$ cat config.mk
export PLATFORM = sky130hd
export DESIGN_NAME = rot_sched
export DESIGN_NICKNAME = d
export VERILOG_FILES = /design/src/rtl/rot_pkg.sv /design/src/rtl/shifter.sv /design/src/rtl/rot_sched.sv
export SDC_FILE = /design/constraint.sdc
export NUM_CORES = 1
export LEC_CHECK = 0
export ABC_AREA = 0
export BUFFER_PORTS_ARGS = -buffer_cell sky130_fd_sc_hd__buf_2
export CAP_MARGIN = 20
export CORE_MARGIN = 4
export CORE_UTILIZATION = 45
export CTS_BUF_LIST = sky130_fd_sc_hd__clkbuf_16
export DETAILED_ROUTE_END_ITERATION = 10
export PLACE_DENSITY = 0.72
export SYNTH_ARGS = -nofsm -noshare
export SYNTH_HDL_FRONTEND = slang
export SYNTH_SLANG_ARGS = --single-unit
export TNS_END_PERCENT = 20
$ cat constraint.sdc
create_clock -name clk -period 3.6 [get_ports clk]
set_clock_uncertainty 0.05 [all_clocks]
set_input_delay 0.54 -clock clk [delete_from_list [all_inputs] [get_ports clk]]
set_output_delay 0.54 -clock clk [all_outputs]
set_load 0.03 [all_outputs]
$ cat src/rtl/rot_pkg.sv
// Shared types and sizes for the rotate scheduler.
package rot_pkg;

  localparam int unsigned DATA_W       = 8;
  localparam int unsigned AMT_W        = 3;
  localparam int unsigned STEP_MAX_DEF = 3;

  typedef enum logic [1:0] {
    IDLE = 2'd0,
    ROT  = 2'd1,
    DONE = 2'd2
  } state_t;

endpackage

$ cat src/rtl/shifter.sv
// 8-bit right-rotator by 0..3 positions.
module shifter
  import rot_pkg::*;
(
  input  logic [DATA_W-1:0] in,
  input  logic [1:0]        shift,
  output logic [DATA_W-1:0] out
);

  always_comb begin
    out = in;
    case (shift)
      2'd1:    out = {in[0],   in[7:1]};
      2'd2:    out = {in[1:0], in[7:2]};
      2'd3:    out = {in[2:0], in[7:3]};
      default: out = in;
    endcase
  end

endmodule

$ cat src/rtl/rot_sched.sv
// Two-requester round-robin scheduler that right-rotates an operand in
// steps of at most STEP_MAX positions per cycle.
module rot_sched
  import rot_pkg::*;
#(
  parameter int unsigned STEP_MAX = STEP_MAX_DEF
) (
  input  logic              clk,
  input  logic              rst_n,
  input  logic              req0_valid,
  output logic              req0_ready,
  input  logic [DATA_W-1:0] req0_data,
  input  logic [AMT_W-1:0]  req0_amt,
  input  logic              req1_valid,
  output logic              req1_ready,
  input  logic [DATA_W-1:0] req1_data,
  input  logic [AMT_W-1:0]  req1_amt,
  output logic              res_valid,
  input  logic              res_ready,
  output logic [DATA_W-1:0] res_data,
  output logic              res_id,
  output logic              busy
);

  state_t              state_q, state_d;
  logic [DATA_W-1:0]   data_q, data_d, rot_out;
  logic [AMT_W-1:0]    rem_q, rem_d, amt_sel;
  logic                id_q, id_d, ptr_q, ptr_d;
  logic                res_valid_d, busy_d;
  logic                grant0, grant1;
  logic [1:0]          step;

  // ptr_q holds the id served last; the other requester wins a tie.
  always_comb begin
    grant0 = 1'b0;
    grant1 = 1'b0;
    if (rst_n && state_q == IDLE) begin
      if (req0_valid && req1_valid) begin
        grant0 = ptr_q;
        grant1 = !ptr_q;
      end else begin
        grant0 = req0_valid;
        grant1 = req1_valid;
      end
    end
  end

  assign req0_ready = grant0;
  assign req1_ready = grant1;
  assign amt_sel    = grant1 ? req1_amt : req0_amt;

  always_comb begin
    if (rem_q > AMT_W'(STEP_MAX)) step = 2'(STEP_MAX);
    else                          step = rem_q[1:0];
  end

  shifter u_shifter (
    .in    (data_q),
    .shift (step),
    .out   (rot_out)
  );

  always_comb begin
    state_d = state_q;
    data_d  = data_q;
    rem_d   = rem_q;
    id_d    = id_q;
    ptr_d   = ptr_q;
    case (state_q)
      IDLE: begin
        if (grant0 || grant1) begin
          data_d  = grant1 ? req1_data : req0_data;
          rem_d   = amt_sel;
          id_d    = grant1;
          ptr_d   = grant1;
          state_d = (amt_sel == '0) ? DONE : ROT;
        end
      end
      ROT: begin
        data_d = rot_out;
        rem_d  = rem_q - AMT_W'(step);
        if (rem_d == '0) state_d = DONE;
      end
      DONE: begin
        if (res_ready) state_d = IDLE;
      end
      default: state_d = IDLE;
    endcase
    res_valid_d = (state_d == DONE);
    busy_d      = (state_d != IDLE);
  end

  always_ff @(posedge clk) begin
    if (!rst_n) begin
      state_q   <= IDLE;
      data_q    <= '0;
      rem_q     <= '0;
      id_q      <= 1'b0;
      ptr_q     <= 1'b1;
      res_valid <= 1'b0;
      busy      <= 1'b0;
    end else begin
      state_q   <= state_d;
      data_q    <= data_d;
      rem_q     <= rem_d;
      id_q      <= id_d;
      ptr_q     <= ptr_d;
      res_valid <= res_valid_d;
      busy      <= busy_d;
    end
  end

  // Result registers double as the working registers; only DONE exposes them.
  assign res_data = data_q;
  assign res_id   = id_q;

endmodule

==> results.txt, run 1 <==
----------------------------------------------------
[Layout]
  Number of filler cells placed in the layout ... 223
  Share of layout cells above drive strength 1 ... 27.1%
  Post-layout net count ... 206
  Area taken by multi-input logic gates ... 696 um^2
  Filler-free cell count of the finished design ... 205
  Antenna diode count ... 0
  Post-route cell area ... 0.00140 mm^2
  Area delta synth->final ... 24.0%
  Util after Layout ... 60.8%
  Flip-flop and latch area ... 340 um^2

[STA]
  Final min period ... 2.57 ns
  Final Hold Fails ... 0
  Final number of setup-violating endpoints ... 0
  Worst Max-Slew Pin Slew ... 0.855 ns
  Achievable clock frequency ... 389 MHz
  Slew Limit Headroom ... 42.9%
  Final Cycle Share ... 71.4%
  Final slew viol count ... 0
  RSZ-0062 raised after global routing ... no
  Setup TNS after final layout ... 0 ns

[Floorplan]
  Cell Rows ... 17
  Chip height ... 58.1 um
  Top-level I/O count ... 40
  Core area ... 0.00230 mm^2
  Die boundary width ... 58.1 um
  Die area ... 0.00337 mm^2
  Effective utilization at floorplan ... 49.1%

[Place]
  Detailed placement HPWL ... 2390 um
  Number of cells after detailed placement ... 201
  # port buffers ... 39
  Final estimated routing congestion in global placement ... 0.756
  Cell Area, Placed ... 0.00132 mm^2

[Global route]
  Remaining Overflow, GRT ... 0
  Vias in the first global route ... 1163
  First-pass GRT wire length ... 4970 um
  Largest net degree at the start of global routing ... 19
  GRT Resource Usage Total ... 18.6%
  Antenna violations before repair ... 0

[Clocking]
  Cts-stage hold buffer count ... 0
  Skew-Pair Late Insertion Delay ... 0.25 ns
  # resized after CTS ... 0
  Clock buffers created by TritonCTS ... 3
  Maximum buffer depth of the clock tree ... 2
  Worst-path clk slew ... 0.05 ns
  Number of levels in the clock H-tree ... 1
  Buffers inserted during post-CTS setup optimization ... 0
  Buffer cell driving the clock tree root ... sky130_fd_sc_hd__clkbuf_16
  Clock tree from TritonCTS ... done
  Total number of clock tree sinks ... 17

[Status]
  Status ... complete, no violations

[Detailed routing]
  Per-cell routed wire length ... 15.3 um
  Count of TritonRoute iterations in the first routing pass ... 4
  Final routed wirelength across all metal layers ... 3130 um
  Total number of vias ... 1263
  Initial drt markers ... 50
  DR DRC count ... 0
  Via density per instance ... 6.16
  Remaining antenna violation count after routing ... 0

[Worst setup path]
  Critical path fanouts, max ... 18
  Peak per-stage delay on the critical path ... 0.60 ns
  Signal arrival time at the worst endpoint ... 1.98 ns
  Top Family by Delay on Critical Path ... simple AND/OR/NAND/NOR gates
  Most Frequent Cell on Critical Path ... sky130_fd_sc_hd__buf_2
  Master of the slowest instance on the critical path ... sky130_fd_sc_hd__nor3b_4
  Required time worst endpoint ... 3.01 ns
  Cell breakdown of the critical path ... buf_2, nor3b_4, nand2_1, inv_2, buf_2
  Buffers plus inverters on the worst setup path ... 3
  Crit Path Category ... input pin to output port
  Crit. End Element ... output port
  Kind of launch point of the worst setup path ... input pin

[Yosys]
  Most common flop cell mapped by yosys ... sky130_fd_sc_hd__dfxtp_1
  Number of nets produced by synthesis ... 170
  Seq/Total Area, Yosys ... 30.2%
  Post-Syn Instances ... 142
  Distinct cell type count after synthesis ... 39
  Number of synthesis warnings ... 0
  EDFF count, synth ... 0
  Register bit count reported by yosys ... 17
  Post-synthesis cell area ... 0.00113 mm^2
  Proportion of register bits with asynchronous set or reset after synthesis ... 0%
  Mean area per synthesized cell ... 7.94 um^2

[Worst hold path]
  Worst Hold Class ... flip-flop to flip-flop

[Power and ir drop]
  Leakage component of the power ... 0.616 nW
  Worst VDD drop ... 0.417 mV
  Power density over the cells ... 500 mW/mm^2

[Job]
  Max-cap violation count ... 0

----------------------------------------------------
[report_power, final]
part	internal (mW)	leakage, nW	switching, mW
Clock	0.150	0.0371	0.0720
Combinational	0.0863	0.439	0.136
Sequential	0.214	0.140	0.0399
Total	0.450	0.616	0.248
[final cells by class]
type / count / share of cell area, %
inverters: 11 / 2.95
repair buffers: 40 / 14.5
multi-input cells: 105 / 49.8
flip-flops and latches: 17 / 24.4
clock inverters: 1 / 0.537
well taps: 28 / 2.51
clock buffers: 3 / 5.37
[cells in the final DEF, fill, tap and decap left out, types with 2 or more instances in the layout]
cell type / count
sky130_fd_sc_hd__a22oi_1: 2
sky130_fd_sc_hd__a21oi_1: 9
sky130_fd_sc_hd__a211oi_1: 2
sky130_fd_sc_hd__nand2_1: 16
sky130_fd_sc_hd__clkbuf_16: 3
sky130_fd_sc_hd__nand2b_1: 4
sky130_fd_sc_hd__and3_1: 4
sky130_fd_sc_hd__nand3_1: 2
sky130_fd_sc_hd__o21a_1: 3
sky130_fd_sc_hd__buf_2: 39
sky130_fd_sc_hd__nor2_1: 3
sky130_fd_sc_hd__nor3b_1: 4
sky130_fd_sc_hd__a21boi_0: 4
sky130_fd_sc_hd__a31oi_1: 8
sky130_fd_sc_hd__a32o_1: 8
sky130_fd_sc_hd__o21bai_1: 4
sky130_fd_sc_hd__inv_1: 10
sky130_fd_sc_hd__a221oi_1: 5
sky130_fd_sc_hd__dfxtp_1: 17
sky130_fd_sc_hd__nor2b_1: 2
sky130_fd_sc_hd__o21ai_0: 11
[registers in the layout, indices dropped and copies added (netlist names)]
register,cells
res_data,8
rem_q,3
state_q,2
busy,1
ptr_q,1
res_id,1
res_valid,1
[synth_stat cells, types with 2 or more instances]
cell type / n / area share (%)
sky130_fd_sc_hd__a211oi_1: 2 / 1.3
sky130_fd_sc_hd__a21boi_0: 4 / 2.7
sky130_fd_sc_hd__a21oi_1: 9 / 4.0
sky130_fd_sc_hd__a221oi_1: 5 / 3.9
sky130_fd_sc_hd__a22oi_1: 2 / 1.3
sky130_fd_sc_hd__a31oi_1: 8 / 4.4
sky130_fd_sc_hd__a32o_1: 8 / 7.1
sky130_fd_sc_hd__and3_1: 4 / 2.2
sky130_fd_sc_hd__buf_2: 3 / 1.3
sky130_fd_sc_hd__clkbuf_1: 3 / 1.0
sky130_fd_sc_hd__dfxtp_1: 17 / 30
sky130_fd_sc_hd__inv_1: 10 / 3.3
sky130_fd_sc_hd__nand2_1: 16 / 5.3
sky130_fd_sc_hd__nand2b_1: 4 / 2.2
sky130_fd_sc_hd__nand3_1: 2 / 0.89
sky130_fd_sc_hd__nor2_1: 3 / 1.0
sky130_fd_sc_hd__nor2b_1: 2 / 1.1
sky130_fd_sc_hd__nor3b_1: 4 / 2.7
sky130_fd_sc_hd__o21a_1: 3 / 2.0
sky130_fd_sc_hd__o21ai_0: 11 / 4.9
sky130_fd_sc_hd__o21bai_1: 4 / 2.7
[tightest hold or removal path, stage by stage, from the launching register on]
cell                      delay, ns
sky130_fd_sc_hd__dfxtp_1       0.32
sky130_fd_sc_hd__nand2_1       0.06
sky130_fd_sc_hd__nand3_1       0.08
[path summary, 6_finish.rpt]
kind / from / endpoint / slack (ns) / cells after the start
worst min register to register: ptr_q / ptr_q / 0.47 / 2
worst min-delay path: ptr_q / ptr_q / 0.47 / 2
worst max register to register: state_q[0] / res_data[7] / 1.65 / 5
worst max-delay path: rst_n / req1_ready / 1.03 / 5
[routing by layer]
layer,share of wire (%),vias to the layer above,track usage [%],wire [um]
met5,0,-,0,0
met4,0.38,0,4.30,12
met3,8.2,2,4.68,256
met2,47,65,31.3,1460
met1,45,580,23.9,1400
li1,-,616,-,-
[through the flow]
step / hold slack (ns) / power (mW) / setup slack [ns]
floorplan: 0.403 / 0.414 / 1.62
global placement: 0.469 / 0.471 / 1.14
detailed placement: 0.461 / 0.478 / 1.06
CTS: 0.469 / 0.701 / 1.05
global route: 0.508 / 0.739 / 0.895
finish: 0.472 / 0.698 / 1.03
[kinds of logic (layout without fill, tap and decap cells)]
family	Yosys count	count (layout)	synth area share, %
buf+inv	20	55	8.10
fa+ha+maj	1	1	1.11
simple gates	40	40	19.8
flops	17	17	30.2
compound gates	64	64	40.8
Note: power is estimated with default switching activity, not from simulation.
==> run 2, diff against run 1 <==
Clock period 3.6 ns to 2.37 ns, I/O delays scaled along.
==> run 2 against run 1 <==
Compared with the run above:
- sequential share of layout area down 0.26 points
- sequential power increased by 52%
- flip-flop and latch count unchanged
- wire length grew 8.7%
- combinational power grew 57%
- worst setup slack worse by 0.65 ns
- die area unchanged
- non-clock buffer count up 2
- total power grew 55%
- worst hold slack lost 0.12 ns
- via count increased by 0.16%
- largest power group unchanged
==> results.txt, run 2 (synthesis gave the netlist of run 1 again) <==
----------------------------------------------------
[STA]
  Final min period ... 1.98 ns
  Final Cycle Share ... 83.7%
  Final slew viol count ... 0
  RSZ-0062 raised after global routing ... no
  Worst Max-Slew Pin Slew ... 0.926 ns
  Min Hold Slack ... 0.348 ns
  Final number of setup-violating endpoints ... 0
  Achievable clock frequency ... 504 MHz
  Worst setup slack after layout ... 0.385 ns
  Final Hold Fails ... 0
  Slew Limit Headroom ... 38.2%
  Setup TNS after final layout ... 0 ns

[Clocking]
  # resized after CTS ... 0
  Buffers inserted during post-CTS setup optimization ... 0
  Total number of clock tree sinks ... 17
  Cts-stage hold buffer count ... 0
  Clock tree from TritonCTS ... done
  Clock buffers created by TritonCTS ... 3
  Number of levels in the clock H-tree ... 1
  Maximum buffer depth of the clock tree ... 2
  Buffer cell driving the clock tree root ... sky130_fd_sc_hd__clkbuf_16
  Worst-path clk slew ... 0.05 ns
  Skew-Pair Late Insertion Delay ... 0.25 ns

[Detailed routing]
  Per-cell routed wire length ... 16.4 um
  DR DRC count ... 0
  Initial drt markers ... 47
  Count of TritonRoute iterations in the first routing pass ... 4
  Total number of vias ... 1265
  Remaining antenna violation count after routing ... 0
  Final routed wirelength across all metal layers ... 3400 um
  Via density per instance ... 6.11

[Layout]
  Post-layout net count ... 208
  Antenna diode count ... 0
  Number of filler cells placed in the layout ... 234
  Share of layout cells above drive strength 1 ... 27.9%
  Most common library cell in the layout ignoring fill and taps ... sky130_fd_sc_hd__buf_2
  Highest-count cells in the layout ignoring fill and taps ... 39 x sky130_fd_sc_hd__buf_2, 17 x sky130_fd_sc_hd__dfxtp_1, 16 x sky130_fd_sc_hd__nand2_1
  Area delta synth->final ... 25.3%
  Max FFs per register ... 8

[Status]
  Status ... complete, no violations

[Worst setup path]
  Peak per-stage delay on the critical path ... 0.40 ns
  Critical path fanouts, max ... 12
  Buffers plus inverters on the worst setup path ... 2
  Cell breakdown of the critical path ... nor3b_4, buf_4, and3_1, buf_2
  Crit. End Element ... output port
  Master of the slowest instance on the critical path ... sky130_fd_sc_hd__dfxtp_1
  Required time worst endpoint ... 1.96 ns
  Top Family by Delay on Critical Path ... simple AND/OR/NAND/NOR gates
  Signal arrival time at the worst endpoint ... 1.58 ns
  Crit Path Category ... flip-flop to output port
  Kind of launch point of the worst setup path ... flip-flop

[Floorplan]
  Die boundary width ... 58.1 um
  Cell Rows ... 17
  Core area ... 0.00230 mm^2
  Top-level I/O count ... 40
  Die area ... 0.00337 mm^2
  Chip height ... 58.1 um
  Effective utilization at floorplan ... 49.1%

[Place]
  Setup WS pre-CTS ... 0.451 ns
  # port buffers ... 39
  Final estimated routing congestion in global placement ... 0.791
  Detailed placement HPWL ... 2500 um

[Power and ir drop]
  Leakage component of the power ... 0.625 nW
  Worst VDD drop ... 0.484 mV
  Power density over the cells ... 767 mW/mm^2

[Global route]
  Largest net degree at the start of global routing ... 17
  First-pass GRT wire length ... 5580 um
  Antenna violations before repair ... 0
  GRT Resource Usage Total ... 21.0%
  Vias in the first global route ... 1216
  Remaining Overflow, GRT ... 0

[Worst hold path]
  Worst Hold Class ... input pin to flip-flop

[Job]
  Max-cap violation count ... 0

----------------------------------------------------
==> run 2: changes by cell type in the layout (fill, tap and decap cells not counted) <==
cell                    before  now
sky130_fd_sc_hd__buf_4       1    3
==> run 2: worst paths after layout <==
kind	start	end	slack, ns	depth (start not counted)
setup / recovery	state_q[0]	req0_ready	0.39	4
hold / removal	rst_n	ptr_q	0.35	2
setup reg to reg	state_q[0]	res_data[6]	0.47	3
hold reg to reg	ptr_q	ptr_q	0.45	2
==> run 2: power breakdown <==
group          total (mW)  leakage [nW]  internal (mW)  switching [mW]
logic               0.350         0.448          0.136           0.213
registers           0.387         0.140          0.325          0.0618
clock network       0.348        0.0371          0.228           0.120
==> run 2: area by class of cell <==
type | instances | area (um^2) | share of cell area, %
Clock buffer | 3 | 75.1 | 5.31
Clock inverter | 1 | 7.51 | 0.531
Inverter | 11 | 41.3 | 2.92
Multi-Input combinational cell | 105 | 696 | 49.2
Sequential cell | 17 | 340 | 24.1
Tap cell | 28 | 35.0 | 2.48
Timing Repair Buffer | 42 | 218 | 15.4
==> run 2: stage by stage <==
stage	utilization [%]	cells	power [mW]	area, um^2
after floorplan	-	142	0.629	1130
after global placement	57.9	203	0.722	1330
after detailed placement	57.9	203	0.735	1330
after CTS	61.5	207	1.08	1410
after global routing	61.5	207	1.14	1410
final	61.5	207	1.08	1410
==> run 2: worst register-to-register path, stage by stage (launching register included) <==
cell and delay [ns]:
sky130_fd_sc_hd__dfxtp_1 0.51, sky130_fd_sc_hd__nor2b_1 0.79, sky130_fd_sc_hd__nand2_1 0.14, sky130_fd_sc_hd__a32o_1 0.31
==> run 2: routing by layer <==
layer  track usage, %  share of wire, %  vias up
met3             4.68               8.4        4
met1             27.9                43      583
li1                 -                 -      613
met5                0                 0        -
met2             34.4                48       65
met4             5.30              0.62        0
==> run 3, diff against run 2 <==
Settings changed: CORE_UTILIZATION 45 to 44, PLACE_DENSITY 0.72 to 0.74.
Clock period 2.37 ns to 1.6 ns, I/O delays scaled along.
==> run 3 against run 2 <==
Compared with the run above:
- the flow now finishes with violations (negative setup slack)
- worst hold slack lost 0.17 ns
- final area grew 11%
- die area up 2.0%
- register-to-register slack got worse by 0.45 ns
- non-clock buffer count rose by 15
- sequential share of layout area down 1.8 points
- combinational power is 72% higher
- sequential power increased by 46%
- largest power group is now combinational cells
- highest routed layer unchanged
==> results.txt, run 3 (synthesis gave the netlist of run 1 again) <==
----------------------------------------------------
[Status]
  Status ... finished with violations
  Violated checks ... negative setup slack

[Detailed routing]
  Count of TritonRoute iterations in the first routing pass ... 5
  Final routed wirelength across all metal layers ... 3210 um
  Remaining antenna violation count after routing ... 0
  Initial drt markers ... 56
  Per-cell routed wire length ... 14.3 um
  DR DRC count ... 0
  Via density per instance ... 5.74
  Total number of vias ... 1286

[Layout]
  Antenna diode count ... 0
  Max FFs per register ... 8
  Most common library cell in the layout ignoring fill and taps ... sky130_fd_sc_hd__buf_2
  Highest-count cells in the layout ignoring fill and taps ... 37 x sky130_fd_sc_hd__buf_2, 18 x sky130_fd_sc_hd__buf_4, 16 x sky130_fd_sc_hd__nand2_1
  Share of layout cells above drive strength 1 ... 37.1%
  Post-layout net count ... 223
  Area delta synth->final ... 39.0%
  Util after Layout ... 63.8%
  Filler-free cell count of the finished design ... 224
  Post-route cell area ... 0.00157 mm^2

[Global route]
  Remaining Overflow, GRT ... 0
  Largest net degree at the start of global routing ... 14
  GRT Resource Usage Total ... 19.8%
  Antenna violations before repair ... 0
  First-pass GRT wire length ... 5290 um
  Vias in the first global route ... 1208

[Clocking]
  Total number of clock tree sinks ... 17
  Clock tree from TritonCTS ... done
  Maximum buffer depth of the clock tree ... 2
  Clock buffers created by TritonCTS ... 3
  Worst-path clk slew ... 0.05 ns
  Cts-stage hold buffer count ... 0
  Buffer cell driving the clock tree root ... sky130_fd_sc_hd__clkbuf_16
  Number of levels in the clock H-tree ... 1
  Skew-Pair Late Insertion Delay ... 0.25 ns

[Floorplan]
  Cell Rows ... 18
  Die area ... 0.00344 mm^2
  Die boundary width ... 58.6 um
  Effective utilization at floorplan ... 45.9%
  Top-level I/O count ... 40
  Core area ... 0.00245 mm^2
  Chip height ... 58.6 um

[Job]
  Max-cap violation count ... 0

[STA]
  Worst Max-Slew Pin Slew ... 0.504 ns
  Worst setup slack after layout ... -0.0255 ns
  Achievable clock frequency ... 615 MHz
  Final number of setup-violating endpoints ... 1
  Final min period ... 1.63 ns
  Final slew viol count ... 0
  Slew Limit Headroom ... 66.3%
  Min Hold Slack ... 0.177 ns
  RSZ-0062 raised after global routing ... yes
  Final Hold Fails ... 0
  Final Cycle Share ... 102%

[Power and ir drop]
  Leakage component of the power ... 0.713 nW
  Power density over the cells ... 1060 mW/mm^2
  Worst VDD drop ... 0.706 mV

[Worst setup path]
  Signal arrival time at the worst endpoint ... 1.34 ns
  Most Frequent Cell on Critical Path ... sky130_fd_sc_hd__buf_6
  Kind of launch point of the worst setup path ... flip-flop
  Cell breakdown of the critical path ... nor3b_4, buf_6, and3_4, buf_6
  Peak per-stage delay on the critical path ... 0.36 ns
  Master of the slowest instance on the critical path ... sky130_fd_sc_hd__dfxtp_4
  Critical path fanouts, max ... 6
  Required time worst endpoint ... 1.31 ns
  Crit Path Category ... flip-flop to output port
  Crit. End Element ... output port

[Place]
  Number of cells after detailed placement ... 215
  # port buffers ... 39
  Cell Area, Placed ... 0.00141 mm^2
  Detailed placement HPWL ... 2440 um
  Final estimated routing congestion in global placement ... 0.858

[Worst hold path]
  Worst Hold Class ... input pin to flip-flop

----------------------------------------------------
==> run 3: final timing paths <==
path | slack [ns] | endpoint | cells past startpoint | from
worst max-delay path | -0.03 | req0_ready | 4 | state_q[0]
worst min-delay path | 0.18 | ptr_q | 2 | rst_n
worst min register to register | 0.46 | res_id | 2 | res_id
worst max register to register | 0.02 | res_data[5] | 6 | state_q[0]
==> run 3: stage by stage <==
stage               setup slack, ns  setup TNS (ns)  total power, mW
finish                      -0.0255         -0.0255             1.66
global route                -0.0681          -0.352             1.75
CTS                        0.000357               0             1.64
detailed placement         -0.00297        -0.00410             1.12
global placement             0.0523               0             1.11
floorplan                    0.0273               0            0.932
==> run 3: worst max-delay path: cells and delay by family (launching register included) <==
kind	cells	cell delay [ns]
and+or+nand+nor	2	0.46
DFF	1	0.36
buffers and inverters	2	0.26
==> run 3: per-layer routing <==
layer  share of wire, %  up-vias  track usage, %
li1                   -      645               -
met1                 44      586            25.6
met2                 48       51            32.9
met3                7.3        4            3.29
met4                1.0        0            7.77
met5                  0        -               0
==> run 3: final cells by class <==
cell class	count	area (um^2)
timing repair buffer	57	343
clock inverter	1	3.75
clock buffer	3	75.1
tap	30	37.5
multi-input combinational	105	717
inverter	11	41.3
sequential	17	349
fill	202	888
==> run 3: repair_timing <==
action | in CTS | in global routing
buffers inserted | 3 | 2
setup endpoints to repair | 10 | 13
pin swaps | 1 | 3
gates resized for setup | 6 | 9
==> run 3: power breakdown <==
group          switching [mW]  leakage (nW)  internal (mW)
combinational           0.336         0.529          0.266
sequential             0.0794         0.142          0.485
clock                   0.161        0.0423          0.332
